File: config.mk
export PLATFORM = sky130hd
export DESIGN_NAME = tt_sweep_capture_flat
export DESIGN_NICKNAME = d
export VERILOG_FILES = /design/src/rtl/tt_sweep_capture_if.sv /design/src/rtl/tt_sweep_capture.sv /design/src/flat_wrapper.sv
export SDC_FILE = /design/constraint.sdc
export NUM_CORES = 1
export LEC_CHECK = 0
export BUFFER_PORTS_ARGS = -buffer_cell sky130_fd_sc_hd__buf_4
export CAP_MARGIN = 10
export CORE_ASPECT_RATIO = 0.75
export CORE_UTILIZATION = 40
export CTS_CLUSTER_SIZE = 28
export DETAILED_ROUTE_END_ITERATION = 16
export GPL_TIMING_DRIVEN = 0
export PLACE_DENSITY_LB_ADDON = 0.05
export SYNTH_ARGS = -nofsm -noshare
export SYNTH_HDL_FRONTEND = slang
export SYNTH_SLANG_ARGS = --single-unit
File: constraint.sdc
create_clock -name clk -period 6.7 [get_ports clk]
set_input_delay 1.005 -clock clk [delete_from_list [all_inputs] [get_ports clk]]
set_output_delay 1.005 -clock clk [all_outputs]
set_load 0.02 [all_outputs]
File: src/rtl/tt_sweep_capture_if.sv
// Control-side bundle of tt_sweep_capture: start/expected table in, status and captured table out.
// Optional TT_ONSET_COUNT_EN adds the onset_cnt field.
interface tt_sweep_capture_if;
  logic         start;
  logic [127:0] exp_tt;
  logic         busy;
  logic         done;
  logic [127:0] tt;
  logic         match;
`ifdef TT_ONSET_COUNT_EN
  logic [7:0]   onset_cnt;

  modport master (output start, exp_tt, input busy, done, tt, match, onset_cnt);
  modport slave  (input start, exp_tt, output busy, done, tt, match, onset_cnt);
`else
  modport master (output start, exp_tt, input busy, done, tt, match);
  modport slave  (input start, exp_tt, output busy, done, tt, match);
`endif
endinterface

File: src/rtl/tt_sweep_capture.sv
// Exhaustive 7-input truth-table sweeper: drives x through 0..127, captures f_in, compares to exp_tt.
// Optional macro TT_ONSET_COUNT_EN adds a count of captured ones (onset_cnt).
//
//   state | meaning
//   IDLE  | waiting for start; tt/match/onset hold last sweep results
//   RUN   | vector idx on x; f_in sampled when cnt reaches SETTLE
//   FIN   | final sample taken; done pulses on the following cycle
module tt_sweep_capture #(
  parameter int unsigned SETTLE = 1
) (
  input  logic                clk,
  input  logic                rst_n,
  tt_sweep_capture_if.slave   ctl,
  output logic [6:0]          x_o,
  input  logic                f_in_i
);

  typedef enum logic [1:0] {
    IDLE = 2'd0,
    RUN  = 2'd1,
    FIN  = 2'd2
  } state_t;

  localparam logic [3:0] SETTLE_C = 4'(SETTLE);

  state_t       state_q, state_d;
  logic [6:0]   idx_q, idx_d;
  logic [3:0]   cnt_q, cnt_d;
  logic [6:0]   x_q, x_d;
  logic         busy_q, busy_d;
  logic         done_q, done_d;
  logic [127:0] tt_q, tt_d;
  logic         match_q, match_d;
  logic [127:0] exp_q, exp_d;
`ifdef TT_ONSET_COUNT_EN
  logic [7:0]   onset_q, onset_d;
`endif

  logic sample;
  logic last;

  assign sample = (state_q == RUN) && (cnt_q == SETTLE_C);
  assign last   = sample && (idx_q == 7'd127);

  always_ff @(posedge clk or negedge rst_n) begin
    if (!rst_n) begin
      state_q <= IDLE;
      idx_q   <= '0;
      cnt_q   <= '0;
      x_q     <= '0;
      busy_q  <= 1'b0;
      done_q  <= 1'b0;
      tt_q    <= '0;
      match_q <= 1'b0;
      exp_q   <= '0;
`ifdef TT_ONSET_COUNT_EN
      onset_q <= '0;
`endif
    end else begin
      state_q <= state_d;
      idx_q   <= idx_d;
      cnt_q   <= cnt_d;
      x_q     <= x_d;
      busy_q  <= busy_d;
      done_q  <= done_d;
      tt_q    <= tt_d;
      match_q <= match_d;
      exp_q   <= exp_d;
`ifdef TT_ONSET_COUNT_EN
      onset_q <= onset_d;
`endif
    end
  end

  always_comb begin
    state_d = state_q;
    idx_d   = idx_q;
    cnt_d   = cnt_q;
    x_d     = x_q;
    busy_d  = busy_q;
    tt_d    = tt_q;
    match_d = match_q;
    exp_d   = exp_q;
`ifdef TT_ONSET_COUNT_EN
    onset_d = onset_q;
`endif
    // done lags FIN by one edge so it rises 128*(SETTLE+1)+1 cycles after start
    done_d  = (state_q == FIN);

    unique case (state_q)
      IDLE: begin
        if (ctl.start) begin
          state_d = RUN;
          idx_d   = '0;
          cnt_d   = '0;
          x_d     = '0;
          busy_d  = 1'b1;
          tt_d    = '0;
          match_d = 1'b0;
          exp_d   = ctl.exp_tt;
`ifdef TT_ONSET_COUNT_EN
          onset_d = '0;
`endif
        end
      end
      RUN: begin
        if (sample) begin
          tt_d[idx_q] = f_in_i;
          cnt_d       = '0;
`ifdef TT_ONSET_COUNT_EN
          onset_d     = onset_q + {7'd0, f_in_i};
`endif
          if (last) begin
            // compare must include the bit being written this edge
            state_d = FIN;
            busy_d  = 1'b0;
            idx_d   = '0;
            x_d     = '0;
            match_d = ({f_in_i, tt_q[126:0]} == exp_q);
          end else begin
            idx_d = idx_q + 7'd1;
            x_d   = idx_q + 7'd1;
          end
        end else begin
          cnt_d = cnt_q + 4'd1;
        end
      end
      FIN: begin
        state_d = IDLE;
      end
      default: begin
        state_d = IDLE;
      end
    endcase
  end

  assign x_o       = x_q;
  assign ctl.busy  = busy_q;
  assign ctl.done  = done_q;
  assign ctl.tt    = tt_q;
  assign ctl.match = match_q;
`ifdef TT_ONSET_COUNT_EN
  assign ctl.onset_cnt = onset_q;
`endif

endmodule

File: src/flat_wrapper.sv
// flat-port wrapper written by rule: the top's interface ports become plain ports
module tt_sweep_capture_flat 
#(
  parameter int unsigned SETTLE = 1
)
  (clk, rst_n, x_o, f_in_i, ctl_start, ctl_exp_tt, ctl_busy, ctl_done, ctl_tt, ctl_match);
  tt_sweep_capture_if ctl_i ();
  input  logic clk;
  input  logic rst_n;
  output logic [6:0] x_o;
  input  logic f_in_i;
  input wire logic [$bits(ctl_i.start)-1:0] ctl_start;
  input wire logic [$bits(ctl_i.exp_tt)-1:0] ctl_exp_tt;
  output wire logic [$bits(ctl_i.busy)-1:0] ctl_busy;
  output wire logic [$bits(ctl_i.done)-1:0] ctl_done;
  output wire logic [$bits(ctl_i.tt)-1:0] ctl_tt;
  output wire logic [$bits(ctl_i.match)-1:0] ctl_match;
  assign ctl_i.start = ctl_start;
  assign ctl_i.exp_tt = ctl_exp_tt;
  assign ctl_busy = ctl_i.busy;
  assign ctl_done = ctl_i.done;
  assign ctl_tt = ctl_i.tt;
  assign ctl_match = ctl_i.match;
  tt_sweep_capture #(.SETTLE(SETTLE)) u_core (.clk(clk), .rst_n(rst_n), .ctl(ctl_i), .x_o(x_o), .f_in_i(f_in_i));
endmodule
==> results of run 1 <==
-- cell usage after synthesis (14+ instances only) --
cell type | number | area [µm²]
nand2_1 | 364 | 1366
o21ai_0 | 287 | 1436
dfrtp_1 | 272 | 6807
a21oi_1 | 128 | 640.6
clkbuf_1 | 80 | 300.3
inv_1 | 49 | 183.9
xor2_1 | 37 | 324.1
xnor2_1 | 33 | 289.0
nor2b_1 | 31 | 193.9
nand2b_1 | 21 | 131.4
nor2_1 | 20 | 75.07
nor4_1 | 20 | 125.1
o22ai_1 | 18 | 112.6
nand4_1 | 14 | 87.58
-- flip-flops by register name, indices dropped and copies added, names as in the netlist --
signal and cells:
u_core.ctl.done 1, u_core.exp_q 128, u_core.x_o 7, u_core.cnt_q 4, u_core.ctl.match 1, u_core.state_q 2
u_core.ctl.busy 1, u_core.ctl.tt 128
-- cells in the final DEF (no fill, tap or decap), types with 11 or more instances in the layout --
cell type,Yosys,final
a21oi_1,128,128
buf_4,4,275
clkbuf_1,80,87
clkbuf_16,0,29
dfrtp_1,272,272
inv_1,49,49
nand2_1,364,364
nand2b_1,21,21
nand3_1,12,12
nand4_1,14,14
nor2_1,20,20
nor2b_1,31,31
nor3_1,11,11
nor4_1,20,20
o21ai_0,287,287
o22ai_1,18,18
xnor2_1,33,33
xor2_1,37,37
-- per-stage QoR --
step | utilization | area, µm² | std cells | hold WS, ns
2_1_floorplan | - | 12770 | 1467 | 0.4400
3_3_place_gp | 0.4884 | 15300 | 2142 | 0.4598
3_5_place_dp | 0.4919 | 15410 | 2148 | 0.4669
4_1_cts | 0.5211 | 16320 | 2199 | 0.3450
5_1_grt | 0.5215 | 16330 | 2201 | 0.3592
6_report | 0.5215 | 16330 | 2201 | 0.3423
-- cells by family after synthesis --
family,synth area share
AND/OR/NAND/NOR,0.1743
AO/OA/AOI/OAI,0.2000
flip-flops,0.5330
buffers and inverters,0.04174
XOR/XNOR,0.04801
adder cells (fa/ha/maj),0.002940
-- critical path: cells and delay by family (launching register included) --
family	cells	cell delay (ns)
buffers and inverters	2	1.20
AND/OR/NAND/NOR	3	1.00
flip-flops	1	0.43
AO/OA/AOI/OAI	2	0.29
adder cells (fa/ha/maj)	1	0.22
-- worst paths after layout --
check,slack (ns),cells after the start,startpoint,end
worst max-delay path,3.46,8,u_core.cnt_q[0],u_core.ctl.tt[116]
worst min-delay path,0.34,1,rst_n,u_core.exp_q[4]
worst max register to register,3.46,8,u_core.cnt_q[0],u_core.ctl.tt[116]
worst min register to register,0.48,1,u_core.state_q[0],u_core.ctl.done
max in group asynchronous,5.24,3,rst_n,u_core.exp_q[47]
min in group clk,0.48,1,u_core.state_q[0],u_core.ctl.done
-- layout make-up --
cell class / instances / area, µm² / area share
inverter: 49 / 183.9 / 0.01126
buffer: 89 / 349.1 / 0.02137
tap: 406 / 508.0 / 0.03110
clock buffer: 42 / 834.6 / 0.05110
multi-input combinational: 1057 / 5430 / 0.3325
timing repair buffer: 277 / 2142 / 0.1312
clock inverter: 9 / 77.57 / 0.004750
sequential: 272 / 6807 / 0.4168
-- where the power goes --
| part | internal [mW] | switching, mW |
|---|---|---|
| clock network | 0.896 | 0.681 |
| registers | 1.65 | 0.0120 |
| logic | 0.0702 | 0.0725 |
-- layer usage --
layer	up-vias	GRT usage	wire, µm
li1	5607	-	-
met1	6276	0.5107	25070
met2	667	0.5050	23910
met3	105	0.08067	5905
met4	0	0.1041	1845
met5	-	0	0
==> metrics.md, run 1 <==
| Metric | Value |
|---|---|
| Status | finished, final reports clean |
| Final Hold Fails | 0 |
| Core ar. | 31320 µm² |
| Initial antenna violation count | 1 |
| Diodes inserted | 0 |
| Post-DR wirelength/cell | 25.78 µm |
| Die area | 32650 µm² |
| Kind of end point of the critical path | register |
| Initial DRC count | 1535 |
| Gate Count Post-Synth | 1467 |
| Fmax | 0.3086 GHz |
| Flops & latches, synth | 272 |
| DRT Wirelength | 56.74 mm |
| Vias in the first global route | 11850 |
| Synth Warn # | 0 |
| Slew headroom | 0.1107 |
| Final Setup Violations | 0 |
| Number of synthesized flops with an enable pin | 0 |
| Critical-path cell with the highest stage delay | nor2_1 |
| Ports | 270 |
| Hold Buf Count CTS | 0 |
| Setup Buffers After CTS | 0 |
| Cell Rows | 56 |
| Ys flop type | dfrtp_1 |
| Vias/cell | 5.750 |
| Worst EP arrival | 3.72 ns |
| RSZ-0062 raised after global routing | false |
| Clk_lat worst skew | 0.57 ns |
| Share of cells above drive strength 1 | 0.1838 |
| GPL Wtd Cong | 0.9763 |
| Post-DP HPWL | 43.04 mm |
| Setup TNS | 0 ns |
| GRT Util Overall | 0.3474 |
| LEAKAGE | 7.935 nW |
| CP max stage delay | 0.70 ns |
| MaxCap Viol Count | 0 |
| FILL cells | 3040 |
| CTS Sinks | 272 |
| Clk root buf | clkbuf_16 |
| Netlist Area Pre-Place | 12770 µm² |
| Post-cts sizing count | 0 |
| Crit path required time | 7.18 ns |
| Syn Nets | 1602 |
| Unique masters post-synth | 46 |
| Final Critical Period | 3.240 ns |
| Die width | 208.3 µm |
| Critical path type | reg2reg |
| Final worst slack | 3.460 ns |
| DRC errors left | 0 |
| Synth-to-layout area growth | 27.90% |
| Num CTS Buffers | 28 |
| Final #Nets | 1909 |
| Crit path cell chain | ha_1 -> or3b_2 -> nor2_4 -> nor2_1 -> clkbuf_1 -> clkbuf_1 -> o21ai_0 -> o21ai_0 |
| PortBufs | 269 |
| First-pass GRT wire length | 81.72 mm |
| Setup Skew | 0.01481 ns |
| Die height | 156.7 µm |
| Async SR Flop Fraction | 1.000 |
| Syn_area_per_cell | 8.705 µm² |
| Initial Util | 0.4077 |
| Max Slew Vio Count | 0 |
| Pre-Repair DR Iteration Count | 5 |
| Sequential fraction of the synthesis area | 0.5330 |
| Total grt overflow | 0 |
| Via count | 12660 |
| PD cells | 207.0 nW/µm² |
| Worst Max-Slew Pin Slew | 1.331 ns |
| DP Worst Slack | 3.160 ns |
| Final Cycle Share | 0.4836 |
| Total Power | 3.381 mW |
| Antenna violation net count after detailed routing | 0 |
| Deepest clock path buffer count | 3 |
| Largest net degree at the start of global routing | 89 |
| Max VDD drop | 0.0001721 V |
| Worst hold path class | in2async |
| H-tree Lvls | 1 |
| Max Fanout on Critical Path | 10 |
| CTS clock-pin slew for the worst setup and hold paths | 0.07 ns |
| CTS tree | done |
| Critical path startpoint category | register |
Note: power is estimated with default switching activity, not from simulation.
==> inputs of run 2 (changes only) <==
ABC_AREA = 1   (was not set)
clock period = 2.59 ns   (was 6.7 ns; I/O delays follow)
==> metrics.md, run 2 <==
| Metric | Value |
|---|---|
| Largest family of logic cells by synthesized area | simple AND/OR/NAND/NOR gates |
| Final Setup Violations | 0 |
| Sequential power share | 0.363 |
| Clock power share | 0.193 |
| GRT Util Overall | 0.3417 |
| Met2 Usage GRT | 0.4803 |
| DRC errors left | 0 |
| Final #Nets | 2137 |
| Top post-synthesis cells by area | dfrtp_1 (51%), nand2_1 (17%), inv_1 (8.3%), a221oi_1 (7.4%), o21ai_0 (5.0%) |
| Status | finished, final reports clean |
| GPL Wtd Cong | 0.9475 |
| WHS Path Cells | 3 |
| Setup Skew | 0.02770 ns |
| Compound-Gate Fraction of Synth Area | 0.1418 |
| First-pass GRT wire length | 83.15 mm |
| GR Util met3 | 0.09558 |
| Number of synthesized flops with an enable pin | 0 |
| Syn Nets | 1820 |
| Total grt overflow | 0 |
| Antenna violation net count after detailed routing | 0 |
| Largest area contributor in the netlist | dfrtp_1 |
| Via count | 13250 |
| Final Critical Period | 2.556 ns |
| PD cells | 1266 nW/µm² |
| Unique masters post-synth | 28 |
| Vias/cell | 5.376 |
| Core ar. | 32520 µm² |
| CTS clock-pin slew for the worst setup and hold paths | 0.07 ns |
| Clk_lat worst skew | 0.58 ns |
| Max VDD drop | 0.0005502 V |
| Die height | 159.7 µm |
| Multiplexer share of the synthesized area | 0 |
| Flops & latches, synth | 272 |
| Worst hold path class | in2reg |
| Worst Max-Slew Pin Slew | 1.221 ns |
| Setup TNS | 0 ns |
| Count leader, synth | nand2_1 |
| Ports | 270 |
| Reg2Reg Depth | 5 |
| Initial antenna violation count | 1 |
| Gate Count Post-Synth | 1685 |
| Final Cycle Share | 0.9869 |
| Synth Area in Adders | 0.002830 |
| Comb power frac | 0.444 |
| Area share of the largest cell type after synthesis | 0.5132 |
| RSZ-0062 raised after global routing | false |
| Share of cells above drive strength 1 | 0.1715 |
| Max Fanout on Critical Path | 10 |
| Deepest clock path buffer count | 3 |
| DRT Wirelength | 57.73 mm |
| Largest net degree at the start of global routing | 115 |
| Final Hold Fails | 0 |
| Slew headroom | 0.1828 |
| Netlist Area Pre-Place | 13260 µm² |
| Pre-Repair DR Iteration Count | 7 |
| Met1 usage | 0.5096 |
| LEAKAGE | 8.398 nW |
| Switching portion of total power | 0.4560 |
| Grt peak-use layer | met1 |
| Post-DR wirelength/cell | 23.42 µm |
| Most common cell after layout, fill and taps aside | nand2_1 |
| Critical path type | reg2reg |
| Clk root buf | clkbuf_16 |
| Synth-to-layout area growth | 28.11% |
| Cell Int Power | 11.71 mW |
| Kind of end point of the critical path | register |
| Die area | 33900 µm² |
| CTS Sinks | 272 |
| PortBufs | 268 |
| Fmax | 0.3912 GHz |
| Sequential fraction of the synthesis area | 0.5132 |
| Ys flop type | dfrtp_1 |
| Synth Area in Simple Gates | 0.2187 |
| DP Worst Slack | -0.4985 ns |
| Die width | 212.3 µm |
| Diodes inserted | 0 |
| H-tree Lvls | 1 |
| Worst EP arrival | 3.04 ns |
| Critical path startpoint category | register |
| Net Sw Power | 9.811 mW |
| Xor/xnor share of the synthesized area | 0.01915 |
| MaxCap Viol Count | 0 |
| Syn_area_per_cell | 7.871 µm² |
| CTS tree | done |
| Most frequent cells in the layout | nand2_1 (602), inv_1 (292), dfrtp_1 (272), buf_4 (269), o21ai_0 (133) |
| Final worst slack | 0.03381 ns |
| Post-DP HPWL | 42.81 mm |
| Max Slew Vio Count | 0 |
| Initial Util | 0.4078 |
| Crit path required time | 3.07 ns |
| Vias in the first global route | 12560 |
| Initial DRC count | 1473 |
| Synth Warn # | 0 |
| Num CTS Buffers | 29 |
| Async SR Flop Fraction | 1.000 |
| Synth cell count leaders | nand2_1 (602), inv_1 (292), dfrtp_1 (272) |
| Cell Rows | 57 |
## run 2: cell count changes after synthesis, moves of 31 or more
cell / before / now
a221oi_1: 0 / 112
nor2b_1: 31 / 0
inv_1: 49 / 292
a21oi_1: 128 / 14
nand2_1: 364 / 602
o21ai_0: 287 / 133
nor2_1: 20 / 85
## run 2: path summary, 6_finish.rpt
path | startpoint | end | slack [ns]
max in group asynchronous | rst_n | u_core.exp_q[13] | 0.73
worst min register to register | u_core.exp_q[82] | u_core.exp_q[82] | 0.49
min in group asynchronous | rst_n | u_core.exp_q[86] | 0.42
worst max-delay path | u_core.state_q[1] | u_core.exp_q[53] | 0.03
worst max register to register | u_core.state_q[1] | u_core.exp_q[53] | 0.03
worst min-delay path | ctl_exp_tt[116] | u_core.exp_q[116] | 0.02
## run 2: layout make-up
class                      count  area [µm²]
multi-input combinational   1051        5072
clock buffer                  46       859.6
sequential                   272        6807
clock inverter                 6       58.81
buffer                        70       310.3
tap                          442       553.0
inverter                     292        1096
fill                        3213       15530
timing repair buffer         286        2235
## run 2: logic make-up (layout without fill, tap and decap cells)
| kind of cell | after synthesis | in the layout |
|---|---|---|
| buf+inv | 362 | 700 |
| simple gates | 737 | 737 |
| flops | 272 | 272 |
| fa+ha+maj | 3 | 3 |
| xor+xnor | 29 | 29 |
| compound gates | 282 | 282 |
## run 2: worst max-delay path, cell delays in order (launching register included)
cell      delay (ns)
dfrtp_1         0.41
nor3_4          0.49
clkbuf_2        0.55
clkbuf_1        0.70
nand2_1         0.17
o21ai_0         0.13
## run 2: repair_timing
action                                  CTS  global route
buffers inserted                          0             0
hold endpoints to repair                 98             0
resized for setup                         2            19
hold buffers                             16             0
pin swaps                                 0             0
gates cloned                              0             0
endpoints found under the setup margin   49            32
## run 2: per-stage QoR
| step | total power [mW] | util | cell area [µm²] | std cells | hold slack, ns |
|---|---|---|---|---|---|
| finish | 21.52 | 0.5225 | 16990 | 2465 | 0.01540 |
| global placement | 17.00 | 0.4867 | 15830 | 2395 | 0.4734 |
| detailed placement | 17.12 | 0.4886 | 15890 | 2397 | 0.4373 |
| global route | 22.71 | 0.5225 | 16990 | 2465 | 0.008516 |
| CTS | 21.34 | 0.5219 | 16970 | 2465 | 0.0005868 |
| floorplan | 12.71 | - | 13260 | 1685 | 0.09291 |
## run 2: power groups by stage
stage	clock [mW]	combinational (mW)	sequential, mW
after floorplan	0	4.55	8.16
final	4.16	9.55	7.80
after detailed placement	0	9.34	7.78
after global placement	0	9.21	7.79
after global routing	4.36	10.4	7.97
after CTS	4.20	9.40	7.75
## run 2: per-layer routing
metal / routed length (µm) / up-vias
met5: 0 / -
met4: 1656 / 0
met3: 6555 / 94
met2: 23990 / 762
met1: 25530 / 6390
li1: - / 6007
